<file path="config.mk">
export PLATFORM = sky130hd
export DESIGN_NAME = ula_logico
export DESIGN_NICKNAME = d
export VERILOG_FILES = /design/src/rtl/ula_logico.sv
export SDC_FILE = /design/constraint.sdc
export NUM_CORES = 1
export LEC_CHECK = 0
export ABC_AREA = 1
export CAP_MARGIN = 5
export CORE_MARGIN = 2
export CORE_UTILIZATION = 39
export CTS_CLUSTER_DIAMETER = 40
export DETAILED_ROUTE_END_ITERATION = 12
export PLACE_DENSITY = 0.76
export REMOVE_ABC_BUFFERS = 1
export SLEW_MARGIN = 15
export SYNTH_ARGS = -nofsm -noshare
export SYNTH_HDL_FRONTEND = slang
export SYNTH_SLANG_ARGS = --single-unit
</file>
<file path="constraint.sdc">
create_clock -name clk -period 1.5 [get_ports clk]
set_clock_uncertainty 0.1 [all_clocks]
set_input_delay 0.45 -clock clk [delete_from_list [all_inputs] [get_ports clk]]
set_output_delay 0.45 -clock clk [all_outputs]
set_load 0.05 [all_outputs]
</file>
<file path="src/rtl/ula_logico.sv">
// Registered 6-bit logic unit: bitwise op picked by sel[2:0] when sel[3]=1; sel 0..7 yields zero.
// Latency 1 cycle, one result per cycle; no backpressure, each edge overwrites the previous result.
module ula_logico (
    input  logic       clk,
    input  logic       rst,
    input  logic [5:0] A,
    input  logic [5:0] B,
    input  logic [3:0] sel,
    output logic [5:0] saida_logica,
    output logic       zero,
    output logic       valid
);

    logic [5:0] saida_d, saida_q;
    logic       zero_d, zero_q;
    logic       valid_d, valid_q;

    always_comb begin
        saida_d = 6'b000000;
        valid_d = 1'b0;
        if (sel[3]) begin
            valid_d = 1'b1;
            case (sel[2:0])
                3'd0: saida_d = A & B;
                3'd1: saida_d = A | B;
                3'd2: saida_d = A ^ B;
                3'd3: saida_d = ~(A & B);
                3'd4: saida_d = ~(A | B);
                3'd5: saida_d = ~(A ^ B);
                3'd6: saida_d = ~A;
                default: saida_d = ~B;
            endcase
        end
        // Flag follows the value being loaded, so the reserved-opcode case also reports zero.
        zero_d = (saida_d == 6'b000000);
    end

    always_ff @(posedge clk or posedge rst) begin
        if (rst) begin
            saida_q <= 6'b000000;
            zero_q  <= 1'b1;
            valid_q <= 1'b0;
        end else begin
            saida_q <= saida_d;
            zero_q  <= zero_d;
            valid_q <= valid_d;
        end
    end

    assign saida_logica = saida_q;
    assign zero         = zero_q;
    assign valid        = valid_q;

endmodule

</file>
Word level (Yosys, flattened, before mapping)
Index checks and enable logic that the tools add are counted.
{ "word_totals": {"register_bits": 8, "latch_bits": 0, "ramBits": 0, "mem_bits_ro": 0, "in_bits": 18, "out_inout_bits": 8, "wordCells": 22, "n_memories": 0} }
{ "classes": {"addsub": 0, "n_mul": 0, "n_div": 0, "n_lt_le_gt_ge": 0, "eq_ne": 6, "shift": 0, "muxes": 3, "bitwise": 8, "reduce_logical": 2} }
{ "ops": {"columns": ["cell", "count"], "rows": [
  ["$pmux W6 S7", 1],
  ["$not A6 Y6", 5],
  ["$eq A3 B3 Y1 const B", 3],
  ["$and A6 B6 Y6", 1],
  ["$eq A3 B2 Y1 const B", 2],
  ["$logic_not A6 Y1", 1],
  ["$mux W6", 1],
  ["$or A6 B6 Y6", 1],
  ["$xor A6 B6 Y6", 1],
  ["$eq A3 B1 Y1 const B", 1],
  ["$logic_not A3 Y1", 1],
  ["$mux W1", 1]
]} }

Longest topological paths before layout
Gate-level depths: netlist of run 1.
{ "depth": {"ltp_word": 5, "depth_mapped": 10, "ltp_nobuf": 10} }

Least setup slack after synthesis of run 1
Ideal clock, no wire load.
{ "synth_path": {"path_type": "input port to flip-flop", "start": "input sel[1]", "end": "register zero_q, in the netlist zero", "setup_ns": 0.074, "arrival_time_ns": 1.291, "t_required_ns": 1.326, "slack_ns": 0.035, "cell_stages": 10, "n_path_buf": 2, "cell_sequence": "buf_4 nor2_1 buf_4 nand3_1 nand2_1 nor2_1 nand2_1 nand2_1 nand3_1 nor2_1"} }
{ "synth_via": {"elab_chain_cells": 4, "elab_cells_between_ends": 10, "classes_between": "6 x eq/ne; 2 x mux; 2 x reduce/logical"} }
{ "synth_rtl": {"columns": ["item", "line", "text"], "rows": [
  ["from (decl)", "8", "input logic [3:0] sel,"],
  ["$eq A3 B3 Y1 (tied with other cells)", "23", "case (sel[2:0])"],
  ["$pmux W6 S7 *", "23", null],
  ["$mux W6 *", "21", "if (sel[3]) begin"],
  ["$logic_not A6 Y1 *", "35", "zero_d = (saida_d == 6'b000000);"],
  ["net zero_d", "15", "logic zero_d, zero_q;"],
  ["to (signal assigned)", "45", "zero_q <= zero_d;"],
  ["to (decl)", "15", null]
]} }
Mark *: on every way through the listed nets, which the timed path passes. The rest lies on a longest branch.

Worst setup path after layout of run 1
{ "layout_path": {"start": "register zero_q, in the netlist zero", "end": "output zero"} }
{ "layout_lines": {"columns": ["item", "line", "text"], "rows": [
  ["to (decl)", "10", "output logic zero,"]
]} }
No word-level cell between the ends.

==> results by stage, run 1 <==
Run status:
- The run finished with clean final reports.

Timing:
- Setup repair after global routing left no endpoint under its margin.
- Timing would allow up to 0.681 GHz.
- The number of max-slew violations in the final report is 0.
- Setup violations remaining at the end of the flow were counted as 0.
- The worst path uses 97.9% of the clock period.
- The worst path meets setup with between 0.03 and 0.04 ns of slack.
- Hold timing on the final database bottoms out at a slack of approximately 0.33 ns.
- The post-route setup TNS is 0 ns.
- The final hold violation count is 0.
- At the pin with the least slew margin, the transition time is around 0.33 ns.
- Headroom to the max-slew limit came out at 78.0%.
- The shortest period the worst path allows is around 1.5 ns.

Global routing:
- The wire length of the first global-routing pass is between 4 and 5 mm.
- The global-route total usage across every layer is just under 20%.
- The global-route congestion overflow total is 0.
- met2 is the most crowded layer.
- The number of antenna violations at the first check in global routing came to 0.
- The number of global-route vias before repair is between 1k and 1.5k.
- Entering global routing, the biggest net connects 25 pins.
- In the global route stage, met3 resource usage came out at 2.22%.
- The met2 track demand over resource is around 34%.
- The met1 layer usage reported by global route is between 20% and 30%.

Placement:
- Once placement completed, the tool counted placed cells totaling 220.
- At the end of routability-driven placement, the weighted congestion stood at 0.825.
- The count of input and output buffers is 25.
- At the placement stage, the worst setup path has a slack of -0.826 ns.
- The final HPWL from detailed placement is about 1.9 mm.

Floorplan:
- Row generation in the floorplan step produced 18 rows.
- Once the floorplan was initialized, standard cells occupied around 40% of the core.
- The die covers between 2000 and 3000 µm².
- The placeable core region is about 2400 µm².
- For this design the top-level I/O count stands at 26.
- The height of the die is 53.9 µm.
- The overall die width is around 54 µm.

Clock network:
- CTS built an H-tree with a depth of 1.
- TritonCTS built the clock tree.
- The total number of clock tree sinks is 8.
- After clock tree synthesis, the clock-pin slew on the worst setup and hold paths is around 0.050 ns.
- The root buffer cell is sky130_fd_sc_hd__clkbuf_4.
- The number of buffers inserted for hold repair after clock tree synthesis is 0.
- The number of CTS-inserted buffers is 3.
- The longest clock path from root to sink contains 2 buffers.

Setup path:
- The cell family contributing the most delay on the critical path is flip-flops.
- Data on the critical path arrives at its endpoint at 0.92 ns.
- The critical-path maximum fanout is 1.
- Walking the worst path, the cells encountered are buf_12.
- The kind of capture point of the worst setup path is a primary output.
- For the worst setup path, the data required time is 0.95 ns.
- The critical path buffer and inverter count is 1.
- The largest single stage delay on the critical path is roughly 0.54 ns.
- The cell type of the slowest stage on the worst timing path is sky130_fd_sc_hd__dfstp_2.
- The kind of launch point of the worst setup path is a flip-flop.
- The startpoint-to-endpoint class of the critical path is flip-flop to primary output.

Yosys:
- The mapped cell area is 970 µm².
- The number of different library cells used by synthesis comes to 14.
- Summing the sequential cell areas from Yosys gives 20.8% of the chip area.
- The cell count after synthesis came out at 154.
- The average instance in the mapped netlist occupies about 6.3 µm².
- The Yosys step of the flow raised 0 warnings.
- The total of flip-flops plus latches after synthesis is 8.

Cells and area:
- 0 antenna diodes ended up in the layout.
- In the layout the commonest cells are sky130_fd_sc_hd__nand2_1, sky130_fd_sc_hd__buf_4, sky130_fd_sc_hd__nand3_1.
- The area growth from synthesis to layout is 57.8%.
- The final layout contains roughly 230 nets.
- In the final layout, the share of cells above drive strength 1 is between 30% and 40%.
- The finished layout holds approximately 230 standard cells, fillers aside.
- Leaving out fill and tap cells, the most frequent cell in the layout is sky130_fd_sc_hd__nand2_1.

Detailed routing:
- The first detailed-routing pass ran for 4 iterations.
- The vias per cell is around 5.3.
- The routed wire length is 2.68 mm.
- For this block, the via count after detailed routing is 1183.
- The count of nets left with antenna violations after detail routing is 0.
- The average routed wire per standard cell is around 12 µm.
- The DRC violation count after routing is 0.
- The violation count after the first detailed-route iteration is between 60 and 70.

Power:
- In this run the static leakage power is 0.000840 µW.
- The worst-case IR drop observed on VDD is 484 µV.
- The power per unit of standard cell area is 580 nW/µm².

Run:
- The number of max-cap violations is 0.

Worst hold path:
- The type of the worst min-delay path is input pin to asynchronous set/reset pin.
==> worst paths after layout <==
check / startpoint / endpoint / slack [ns] / depth (start not counted)
worst max-delay path: zero / zero / 0.03 / 1
worst min-delay path: rst / saida_logica[4] / 0.33 / 2
max in group asynchronous: rst / zero / 0.70 / 2
min in group clk: B[4] / saida_logica[4] / 0.51 / 5
==> repair_timing <==
| action | 4_1_cts | 5_1_grt |
|---|---|---|
| setup buffers | 1 | 0 |
| resized for setup | 35 | 42 |
| setup endpoints to repair | 7 | 5 |
| pin swaps | 8 | 11 |
==> cell type report <==
cell class              instances  area, µm²
multi-input cells             109        729
fillers                       205        880
flip-flops and latches          8        201
inverters                      28        105
repair buffers                 46        430
well taps                      30       37.5
clock buffers                   4       26.3
==> where the power goes <==
| part | internal (µW) | switching, µW |
|---|---|---|
| combinational | 214 | 246 |
| clock | 102 | 70.4 |
| sequential | 240 | 15.9 |
==> sequential cells by signal (all words and copies together), names as in the netlist <==
signal        cells
saida_logica      6
valid             1
zero              1
==> cell usage after synthesis <==
master | n | share of area, %
sky130_fd_sc_hd__dfrtp_1 | 7 | 18
sky130_fd_sc_hd__nand3_1 | 18 | 9.3
sky130_fd_sc_hd__nand4_1 | 13 | 8.4
sky130_fd_sc_hd__nand2_1 | 31 | 12
sky130_fd_sc_hd__nor2_1 | 15 | 5.8
sky130_fd_sc_hd__buf_4 | 3 | 2.3
sky130_fd_sc_hd__nand3b_1 | 7 | 5.4
sky130_fd_sc_hd__ha_1 | 12 | 15
sky130_fd_sc_hd__inv_1 | 28 | 11
sky130_fd_sc_hd__a21oi_1 | 12 | 6.2
sky130_fd_sc_hd__buf_1 | 1 | 0.39
sky130_fd_sc_hd__o21ai_0 | 1 | 0.52
sky130_fd_sc_hd__buf_2 | 5 | 2.6
sky130_fd_sc_hd__dfstp_2 | 1 | 2.7
==> cell families after synthesis <==
group / count (synthesis) / share of synthesized area (%)
AO/OA/AOI/OAI: 13 / 6.71
buffers and inverters: 37 / 16.1
flip-flops: 8 / 20.8
AND/OR/NAND/NOR: 84 / 40.9
adder cells (fa/ha/maj): 12 / 15.5
==> per-layer routing <==
metal,wire length [µm],up-vias,part of all wire (%)
met2,1340,68,50
met5,0,-,0
met4,87,0,3.2
met3,206,10,7.7
met1,1050,522,39
li1,-,583,-
==> metrics by stage <==
stage          power, µW  instance area [µm²]  util [%]
6_report             887                 1530      63.5
5_1_grt              953                 1530      63.5
4_1_cts              881                 1550      64.1
3_5_place_dp         690                 1450      60.1
3_3_place_gp         678                 1450      60.1
2_1_floorplan        453                  918         -
Note: power is estimated with default switching activity, not from simulation.
==> run 2: changes to the inputs <==
- CORE_UTILIZATION: 39 -> 52
- PLACE_DENSITY: 0.76 -> 0.94
==> run 2 against run 1 <==
The run now ends with setup timing left. Die area fell by 23%. Clock power increased by 9%. Critical path depth up 9. Fmax decreased by 5.4%. Cell area grew 1.8%. Critical endpoint is now zero. Largest power group unchanged.
==> results by stage, run 2 (synthesized netlist as in run 1, its figures left out) <==
Setup path:
- The worst setup path is of the input pin to flip-flop kind.
- The kind of capture point of the worst setup path is a flip-flop.
- The kind of launch point of the worst setup path is an input pin.
- The data arrival time of the critical path is 1.64 ns (+0.72 ns).
- The required time at the worst-slack endpoint is 1.58 ns (+0.63 ns).
- The critical-path maximum fanout is 2 (+1).

Placement:
- The weighted congestion reported at the end of routability-driven placement is 0.913 (+11%).
- The worst slack after detailed placement is -0.662 ns (+0.164 ns).
- The total instance count after detailed placement came to 217 (-1.4%).
- The count of input and output buffers is 25 (unchanged).
- The final HPWL from detailed placement is 2.32 mm (+23%).

Floorplan:
- The effective utilization at floorplan came to 55.6% (+15 points).
- The height of the die was 47.2 µm (-12%).
- The overall die width is 47.2 µm (-12%).
- The die outline area is 2230 µm² (-23%).
- The placeable core region is 1750 µm² (-28%).
- The site row count is 15 (-3).
- The count of boundary I/O pins is 26 (unchanged).

Detailed routing:
- The DRC violation count after routing is 0 (unchanged).
- The violation count after the first detailed-route iteration is 148 (+130%).
- The detailed-router iteration count before antenna repair is 6 (+2).
- The routed wire length was 3.74 mm (+39%).
- The via count is 1370 (+16%).
- The count of nets left with antenna violations after detail routing is 0 (unchanged).
- The vias per cell came to 6.12 (+16%).
- The average routed wire per standard cell was 16.7 µm (+40%).

Power:
- The total chip power is 943 µW (+6.2%).
- The cell leakage power is 0.000864 µW (+2.8%).
- The power per unit of standard cell area is 605 nW/µm² (+4.3%).
- The maximum vdd drop came to 357 µV (-26%).

Clock network:
- The number of levels in the clock H-tree came to 1 (unchanged).
- The total number of clock tree sinks is 8 (unchanged).
- The clock-pin slew on the worst setup and hold paths was 0.06 ns (about the same).
- In this run the clock root is driven by a sky130_fd_sc_hd__clkbuf_4.
- TritonCTS built the clock tree.
- The buffer depth of the longest clock path is 2 (unchanged).
- The number of CTS-inserted buffers came to 3 (unchanged).

Cells and area:
- The number of flip-flops under the largest register name is 6 (unchanged).
- The number of nets in the final layout was 230 (+1.8%).
- The count of fill cells added during filler insertion is 85 (-59%).
- The library cells used most frequently in the layout, excluding fill and tap cells, are sky130_fd_sc_hd__nand2_1, sky130_fd_sc_hd__buf_4, sky130_fd_sc_hd__nand3_1.
- Leaving out fill and tap cells, the most frequent cell in the layout is sky130_fd_sc_hd__nand2_1.
- The total inserted antenna cells is 0 (unchanged).
- The final standard cell utilization of the core is 89.2% (+26 points).
- The final cell count without fillers came to 224 (-0.44%).
- The fraction of final layout cells with drive strength greater than 1 is 40.7% (+1.2 points).
- The area growth from synthesis to layout is 60.6%.

Global routing:
- The number of antenna violations at the first check in global routing is 0 (unchanged).
- The wire length of the first global-routing pass is 5.02 mm (+21%).
- The global-route congestion overflow total is 0 (unchanged).
- The maximum number of pins on one net before global-route repair came to 25 (unchanged).
- The number of global-route vias before repair is 1186 (+10%).
- The global-route total usage across every layer is 31.7% (+12 points).

Timing:
- The worst-margin pin slew is 0.299 ns (-0.0302 ns).
- The final-report setup violation count is 1 (+1).
- The number of max-slew violations in the final report is 0 (unchanged).
- The post-route setup TNS came to -0.0518 ns (-0.0518 ns).
- The final hold violation count is 0 (unchanged).
- The shortest period the worst path allows is 1.55 ns (+0.0833 ns).
- Setup repair after global routing could not meet its margin everywhere.
- The post-layout worst setup margin was -0.0518 ns (-0.0833 ns).
- The maximum clock frequency is 0.644 GHz (-5.4%).
- The share of the cycle needed by the critical path after routing was 103% (+5.6 points).
- The tightest slew margin relative to the limit is 80.0% (+2.0 points).

Run status:
- The checks that failed: setup timing.
- The run finished, with violations left.

Run:
- The number of max-cap violations is 0 (unchanged).

Worst hold path:
- The worst hold path belongs to the class input pin to asynchronous set/reset pin.
## run 2: cell type report
type	instances	area, µm²	share of cell area, %
timing repair buffer	50	469	30.1
clock buffer	4	26.3	1.69
inverter	28	105	6.75
multi-input combinational	109	724	46.5
sequential	8	201	12.9
tap	25	31.3	2.01
## run 2: metal layers
layer	part of all wire [%]	track usage (%)	vias up
met2	50	59.5	140
li1	-	-	595
met3	9.9	2.31	51
met5	0	0	-
met1	32	34.1	584
met4	8.3	18.9	0
## run 2: where the power goes
| part | internal, µW | switching, µW |
|---|---|---|
| clock | 102 | 84.4 |
| sequential | 239 | 16.9 |
| combinational | 224 | 276 |
## run 2: worst max-delay path by stage
stage | slack, ns | startpoint | end
finish | -0.05 | B[3] | zero
global route | -0.12 | sel[2] | zero
CTS | 0.0005 | sel[1] | zero
detailed placement | -0.66 | sel[0] | zero
global placement | -0.59 | sel[0] | zero
floorplan | -0.11 | sel[0] | zero
## run 2: through the flow
step                area [µm²]  hold WS (ns)
floorplan                  918         0.165
global placement          1460         0.598
detailed placement        1460         0.611
CTS                       1540         0.329
global route              1560         0.356
finish                    1560         0.319
## run 2: timing repair
action,CTS,global route
resized for setup,42,39
hold buffers,0,0
endpoints found under the hold margin,0,0
setup buffers,0,2
endpoints found under the setup margin,7,8
pin swaps,10,11
cloned,1,0
## run 2: critical path: stages
cell                       delay (ns)
sky130_fd_sc_hd__clkbuf_2        0.12
sky130_fd_sc_hd__inv_1           0.09
sky130_fd_sc_hd__ha_4            0.27
sky130_fd_sc_hd__nand3b_1        0.10
sky130_fd_sc_hd__nand2_1         0.06
sky130_fd_sc_hd__nor2_1          0.15
sky130_fd_sc_hd__nand2_1         0.09
sky130_fd_sc_hd__nand2_1         0.08
sky130_fd_sc_hd__nand3_1         0.09
sky130_fd_sc_hd__nor2_1          0.14
